## config.mk

```make
export PLATFORM = sky130hd
export DESIGN_NAME = lab4e_serial_sub
export DESIGN_NICKNAME = d
export VERILOG_FILES = /design/src/rtl/lab4e_pkg.sv /design/src/rtl/lab4e_slice.sv /design/src/rtl/lab4e_serial_sub.sv
export SDC_FILE = /design/constraint.sdc
export NUM_CORES = 1
export LEC_CHECK = 0
export ABC_AREA = 1
export BUFFER_PORTS_ARGS = -buffer_cell sky130_fd_sc_hd__buf_2
export CORE_UTILIZATION = 60
export CTS_BUF_LIST = sky130_fd_sc_hd__clkbuf_8
export CTS_CLUSTER_SIZE = 10
export DETAILED_ROUTE_END_ITERATION = 8
export PLACE_DENSITY = 0.82
export SETUP_SLACK_MARGIN = 0.4
export SLEW_MARGIN = 20
export SYNTH_ARGS = -nofsm -noshare
export SYNTH_HDL_FRONTEND = slang
export SYNTH_SLANG_ARGS = --single-unit
export TNS_END_PERCENT = 20
```

## constraint.sdc

```tcl
create_clock -name clk -period 13.9 [get_ports clk]
set_clock_uncertainty 0.15 [all_clocks]
set_input_delay 0 -clock clk [delete_from_list [all_inputs] [get_ports clk]]
set_output_delay 0 -clock clk [all_outputs]
set_load 0.005 [all_outputs]
```

## src/rtl/lab4e_pkg.sv

```systemverilog
// Shared types and defaults for the lab4e serial subtractor.
// The full-adder helper is the single cell the ripple slice is built from.
package lab4e_pkg;

  typedef enum logic [1:0] {
    IDLE = 2'd0,
    RUN  = 2'd1,
    DONE = 2'd2
  } state_t;

  localparam int WIDTH_DEF = 16;
  localparam int SLICE_DEF = 8;

  // Returns {carry_out, sum} for one bit position.
  function automatic logic [1:0] full_add(input logic a, input logic b, input logic ci);
    full_add = {(a & b) | (ci & (a ^ b)), a ^ b ^ ci};
  endfunction

endpackage

```

## src/rtl/lab4e_slice.sv

```systemverilog
// Combinational SLICE-bit ripple adder built from a chain of full-adder cells.
module lab4e_slice
  import lab4e_pkg::*;
#(
  parameter int SLICE = SLICE_DEF
) (
  input  logic [SLICE-1:0] a,
  input  logic [SLICE-1:0] b,
  input  logic             ci,
  output logic [SLICE-1:0] s,
  output logic             co
);

  logic [SLICE:0] w_c;

  assign w_c[0] = ci;

  for (genvar i = 0; i < SLICE; i++) begin : g_fa
    assign {w_c[i+1], s[i]} = full_add(a[i], b[i], w_c[i]);
  end

  assign co = w_c[SLICE];

endmodule

```

## src/rtl/lab4e_serial_sub.sv

```systemverilog
// Multi-cycle subtractor: fdiff = xin - yin - bzin computed one SLICE per clock
// by adding the inverted subtrahend, with borrow, signed-overflow and zero flags.
module lab4e_serial_sub
  import lab4e_pkg::*;
#(
  parameter int WIDTH = WIDTH_DEF,
  parameter int SLICE = SLICE_DEF
) (
  input  logic             clk,
  input  logic             rst,
  input  logic             start,
  input  logic [WIDTH-1:0] xin,
  input  logic [WIDTH-1:0] yin,
  input  logic             bzin,
  output logic             busy,
  output logic             done,
  output logic [WIDTH-1:0] fdiff,
  output logic             fbout,
  output logic             fovf,
  output logic             fzero
);

  localparam int NSLICE = WIDTH / SLICE;
  localparam int KW     = (NSLICE > 1) ? $clog2(NSLICE) : 1;
  localparam logic [KW-1:0] K_LAST = KW'(NSLICE - 1);

  state_t           r_state;
  state_t           w_next;
  logic [WIDTH-1:0] r_x;
  logic [WIDTH-1:0] r_y;
  logic [WIDTH-1:0] r_part;
  logic             r_carry;
  logic [KW-1:0]    r_k;

  logic             r_busy;
  logic             r_done;
  logic [WIDTH-1:0] r_fdiff;
  logic             r_fbout;
  logic             r_fovf;
  logic             r_fzero;

  logic [SLICE-1:0] w_xs;
  logic [SLICE-1:0] w_ys;
  logic [SLICE-1:0] w_sum;
  logic             w_co;
  logic [WIDTH-1:0] w_full;
  logic             w_accept;
  logic             w_last;
  logic             w_ovf;

  assign w_accept = start && ((r_state == IDLE) || (r_state == DONE));
  assign w_last   = (r_state == RUN) && (r_k == K_LAST);

  // Select the active slice of the operands; the subtrahend enters inverted.
  always_comb begin
    w_xs = '0;
    w_ys = '0;
    for (int i = 0; i < NSLICE; i++) begin
      w_xs = (r_k == KW'(i)) ? r_x[i*SLICE +: SLICE]  : w_xs;
      w_ys = (r_k == KW'(i)) ? ~r_y[i*SLICE +: SLICE] : w_ys;
    end
  end

  lab4e_slice #(
    .SLICE (SLICE)
  ) u_slice (
    .a  (w_xs),
    .b  (w_ys),
    .ci (r_carry),
    .s  (w_sum),
    .co (w_co)
  );

  // Partial result with the slice being computed this cycle merged in.
  always_comb begin
    w_full = r_part;
    for (int i = 0; i < NSLICE; i++) begin
      w_full[i*SLICE +: SLICE] = (r_k == KW'(i)) ? w_sum : r_part[i*SLICE +: SLICE];
    end
  end

  // Operands with equal signs whose sum flips sign: carry into MSB != carry out.
  assign w_ovf = (w_xs[SLICE-1] == w_ys[SLICE-1]) && (w_sum[SLICE-1] != w_xs[SLICE-1]);

  always_comb begin
    w_next = r_state;
    case (r_state)
      IDLE:    w_next = start ? RUN : IDLE;
      RUN:     w_next = w_last ? DONE : RUN;
      DONE:    w_next = start ? RUN : IDLE;
      default: w_next = IDLE;
    endcase
  end

  always_ff @(posedge clk) begin
    if (rst) begin
      r_state <= IDLE;
      r_busy  <= 1'b0;
      r_done  <= 1'b0;
    end else begin
      r_state <= w_next;
      r_busy  <= (w_next == RUN);
      r_done  <= (w_next == DONE);
    end
  end

  // Operand capture and slice-by-slice accumulation.
  always_ff @(posedge clk) begin
    if (rst) begin
      r_x     <= '0;
      r_y     <= '0;
      r_part  <= '0;
      r_carry <= 1'b0;
      r_k     <= '0;
    end else if (w_accept) begin
      r_x     <= xin;
      r_y     <= yin;
      r_part  <= '0;
      r_carry <= ~bzin;
      r_k     <= '0;
    end else if (r_state == RUN) begin
      r_part  <= w_full;
      r_carry <= w_co;
      r_k     <= w_last ? '0 : r_k + KW'(1);
    end else begin
      r_k     <= r_k;
    end
  end

  // Results are published only on the final slice, so nothing partial leaks out.
  always_ff @(posedge clk) begin
    if (rst) begin
      r_fdiff <= '0;
      r_fbout <= 1'b0;
      r_fovf  <= 1'b0;
      r_fzero <= 1'b0;
    end else if (w_last) begin
      r_fdiff <= w_full;
      r_fbout <= ~w_co;
      r_fovf  <= w_ovf;
      r_fzero <= (w_full == '0);
    end else begin
      r_fdiff <= r_fdiff;
    end
  end

  assign busy  = r_busy;
  assign done  = r_done;
  assign fdiff = r_fdiff;
  assign fbout = r_fbout;
  assign fovf  = r_fovf;
  assign fzero = r_fzero;

endmodule

```

==> results by stage <==
Run status:
- The run finished with clean final reports.

Clock network:
- Clock-pin slew was measured on the worst setup and hold paths at 70 ps.
- The clock reaches the later pin of the worst-skew pair after 340 ps.
- The cell sitting at the root of the clock tree is a sky130_fd_sc_hd__clkbuf_8.
- The clock sink count is 72.
- The maximum buffer depth of the clock tree is 2.
- The level count of the clock H-tree is 3.
- TritonCTS built the clock tree.
- The count of instances resized after the clock tree is built is 0.
- The number of CTS-inserted buffers is 9.

Timing:
- The worst-case hold slack is 196 ps.
- The final critical-path required period is 4930 ps.
- The final critical path takes up 35.4% of the cycle.
- The total count of hold-check failures in the final report came to 0.
- Setup repair after global routing left no endpoint under its margin.
- Timing would allow up to 203 MHz.
- The setup-violating endpoint count in the final report is 0.
- The slew at the pin closest to its max-slew limit is 955 ps.
- The relative slew slack is 36.2%.
- The max-slew violation total from the final report is 0.
- In the final timing run, aggregate negative setup slack is 0 ps.

Power:
- The worst supply voltage drop on vdd is 0.0000769 V.
- Power spread over the standard cell area amounts to 122 nW/µm².
- The reported leakage power is 1.76 nW.

Global routing:
- The number of global-route vias before repair is 2644.
- The number of antenna violations at the first check in global routing is 0.
- The largest net degree at the start of global routing is 37.
- The overall fraction of global-route tracks in use is 30.2%.
- The total congestion overflow is 0.
- The first global-routing pass estimated 12000 µm of wire.

Logic synthesis:
- Summing the sequential cell areas from Yosys gives 48.1% of the chip area.
- In this run the mean area of a mapped cell was 7.80 µm².
- The number of different library cells used by synthesis comes to 23.
- The number of warnings issued by yosys is 0.
- After synthesis the cells add up to 3000 µm².
- The number of standard cells after synthesis is 384.
- The number of nets in the synthesized netlist is 429.
- The number of flip-flops and latches in the synthesized netlist is 72.

Floorplanning:
- The die is 72.7 µm tall.
- In this run the core area contains 25 standard-cell rows.
- The starting density of the core is 63.0%.
- The die width is 72.7 µm.
- The placeable core area is 4750 µm².
- 57 I/O pins were placed.
- The area of the die is 5280 µm².

Worst setup path:
- Traced cell by cell, the critical path runs through mux2i_1 > fa_1 > inv_1 > fa_1 > fa_1 > fa_1 > inv_1 > fa_1 > inv_1 > fa_1 > fa_1 > fa_1 > nand2_1 > nor2_1 > nand2_1 > nand2_1 > nand2_1 > nor2_1 > nor2_1 > nor2_1.
- The maximum cell stage delay along the critical path is 950 ps.
- The most repeated library cell on the critical path is sky130_fd_sc_hd__fa_1.
- The startpoint of the worst-slack reg-to-reg timing path is r_k$_SDFFE_PP0N_.
- The kind of critical path is flop to flop.
- The first element of the critical path is r_k$_SDFFE_PP0N_.
- The slowest stage of the critical path is the sky130_fd_sc_hd__dfxtp_1 cell.
- The cell class contributing the biggest share of worst-path delay is adder cells.
- The type of origin of the critical path is a flop.
- STA classifies the critical path endpoint as a flop.
- The critical path arrival is 5050 ps.
- Along the worst path, the maximum fanout reaches 23.
- At the worst endpoint, the required time is 14030 ps.
- The critical path buffer and inverter count is 3.

Cells and area:
- The number of standard cells in the final layout excluding fillers is 538.
- In the final layout, the share of cells above drive strength 1 is 17.0%.
- The antenna diode count is 0.
- At the end of the flow, the number of nets in the layout was 512.
- Leaving out fill and tap cells, the most frequent cells in the layout are sky130_fd_sc_hd__nor2_1 (99), sky130_fd_sc_hd__dfxtp_1 (72), sky130_fd_sc_hd__buf_2 (56).
- Compared with the post-synthesis result, the final layout area differs by 26.1%.
- The library cell used most frequently in the layout, excluding fill and tap cells, is sky130_fd_sc_hd__nor2_1.

Detailed routing:
- The detailed router finished its first iteration with 131 violations.
- Once detail routing completed, the nets flagged for antenna violations numbered 0.
- The routed length per instance is 12.9 µm.
- The first detailed-routing pass ran for 5 iterations.
- The detail-routed via count per cell is 5.07.
- The via total after detailed routing is 2728.
- The total detailed-routing wirelength is 6930 µm.
- In the routed design, unresolved DRC markers number 0.

Place:
- The count of buffers added on input and output ports is 56.
- At the end of routability-driven placement, the weighted congestion stood at 0.904.
- The cell total after placement is 489.
- Once detailed placement completed, the half-perimeter wirelength came to 4350 µm.

Worst hold path:
- The worst hold path begins at start.
- The class of the tightest hold or removal check is input port to flop.

Job:
- The count of max-cap constraint violations is 0.
[cell type report]
cell class | count | area, µm²
Sequential cell | 72 | 1440
Multi-Input combinational cell | 255 | 1320
Fill cell | 373 | 977
Timing Repair Buffer | 91 | 628
Clock buffer | 11 | 151
Inverter | 38 | 143
Tap cell | 67 | 83.8
Clock inverter | 4 | 15.0
[cell usage after synthesis]
master,number,area [µm²]
sky130_fd_sc_hd__nor2_1,99,372
sky130_fd_sc_hd__dfxtp_1,72,1440
sky130_fd_sc_hd__o21ai_0,49,245
sky130_fd_sc_hd__nand2_1,45,169
sky130_fd_sc_hd__inv_1,34,128
sky130_fd_sc_hd__a211oi_1,16,120
sky130_fd_sc_hd__nand3_1,11,55.1
sky130_fd_sc_hd__buf_2,9,45.0
sky130_fd_sc_hd__fa_1,8,160
sky130_fd_sc_hd__clkbuf_1,7,26.3
sky130_fd_sc_hd__mux2i_1,7,70.1
sky130_fd_sc_hd__nand2_2,6,37.5
sky130_fd_sc_hd__a21oi_1,5,25.0
sky130_fd_sc_hd__inv_2,3,11.3
sky130_fd_sc_hd__o21ai_1,3,15.0
sky130_fd_sc_hd__buf_4,2,15.0
sky130_fd_sc_hd__nor3_1,2,10.0
sky130_fd_sc_hd__buf_6,1,11.3
sky130_fd_sc_hd__clkinv_1,1,3.75
sky130_fd_sc_hd__ha_1,1,12.5
sky130_fd_sc_hd__nor2_2,1,6.26
sky130_fd_sc_hd__nor2_4,1,11.3
sky130_fd_sc_hd__or2_2,1,6.26
[kinds of logic (layout without fill, tap and decap cells)]
kind of cell,Yosys count,after routing,share of synthesized area (%)
buf+inv,57,144,8.02
compound gates,73,73,13.5
simple gates,166,166,22.3
mux,7,7,2.34
flops,72,72,48.1
fa+ha+maj,9,9,5.76
[worst reg2reg max path, stage by stage (launching register included)]
cell	delay, ps
sky130_fd_sc_hd__dfxtp_1	950
sky130_fd_sc_hd__mux2i_1	310
sky130_fd_sc_hd__fa_1	200
sky130_fd_sc_hd__inv_1	50
sky130_fd_sc_hd__fa_1	370
sky130_fd_sc_hd__fa_1	400
sky130_fd_sc_hd__fa_1	380
sky130_fd_sc_hd__inv_1	80
sky130_fd_sc_hd__fa_1	160
sky130_fd_sc_hd__inv_1	50
sky130_fd_sc_hd__fa_1	370
sky130_fd_sc_hd__fa_1	390
sky130_fd_sc_hd__fa_1	510
sky130_fd_sc_hd__nand2_1	50
sky130_fd_sc_hd__nor2_1	90
sky130_fd_sc_hd__nand2_1	60
sky130_fd_sc_hd__nand2_1	50
sky130_fd_sc_hd__nand2_1	50
sky130_fd_sc_hd__nor2_1	80
sky130_fd_sc_hd__nor2_1	40
sky130_fd_sc_hd__nor2_1	80
[path summary, 6_finish.rpt]
check	to	slack, ps	cells after the start
setup / recovery	fzero$_SDFFE_PP0P_	8970	20
hold reg to reg	fbout$_SDFFE_PP0P_	320	2
setup reg to reg	fzero$_SDFFE_PP0P_	8970	20
hold / removal	r_state[0]$_SDFF_PP0_	200	3
[state kept, by name, indices dropped and copies added, names as in the netlist]
register and cells:
r_carry 1, r_state 2, fovf 1, done 1, fdiff 16, r_y 16
fzero 1, fbout 1, r_k 1, r_part 15, r_x 16, busy 1
[power breakdown]
part / internal, mW / switching (mW)
clock: 0.0711 / 0.0709
combinational: 0.0380 / 0.0544
sequential: 0.219 / 0.00802
[stage by stage]
| step | setup slack, ps | power [mW] | utilization (%) | area [µm²] |
|---|---|---|---|---|
| finish | 8970 | 0.461 | 79.4 | 3780 |
| global placement | 9130 | 0.311 | 68.8 | 3270 |
| global route | 8610 | 0.486 | 79.4 | 3780 |
| CTS | 9040 | 0.460 | 79.4 | 3780 |
| floorplan | 9410 | 0.291 | - | 3000 |
| detailed placement | 9060 | 0.314 | 68.8 | 3270 |
[layer usage]
metal	part of all wire, %	global-route usage (%)
met5	0	0
met4	2.3	15.3
met3	4.8	6.91
met2	50	51.8
met1	42	35.4
[timing repair]
item	4_1_cts	5_1_grt
endpoints found under the hold margin	37	0
setup buffers	0	0
hold buffers	34	0
(Power assumes the default switching activity.)
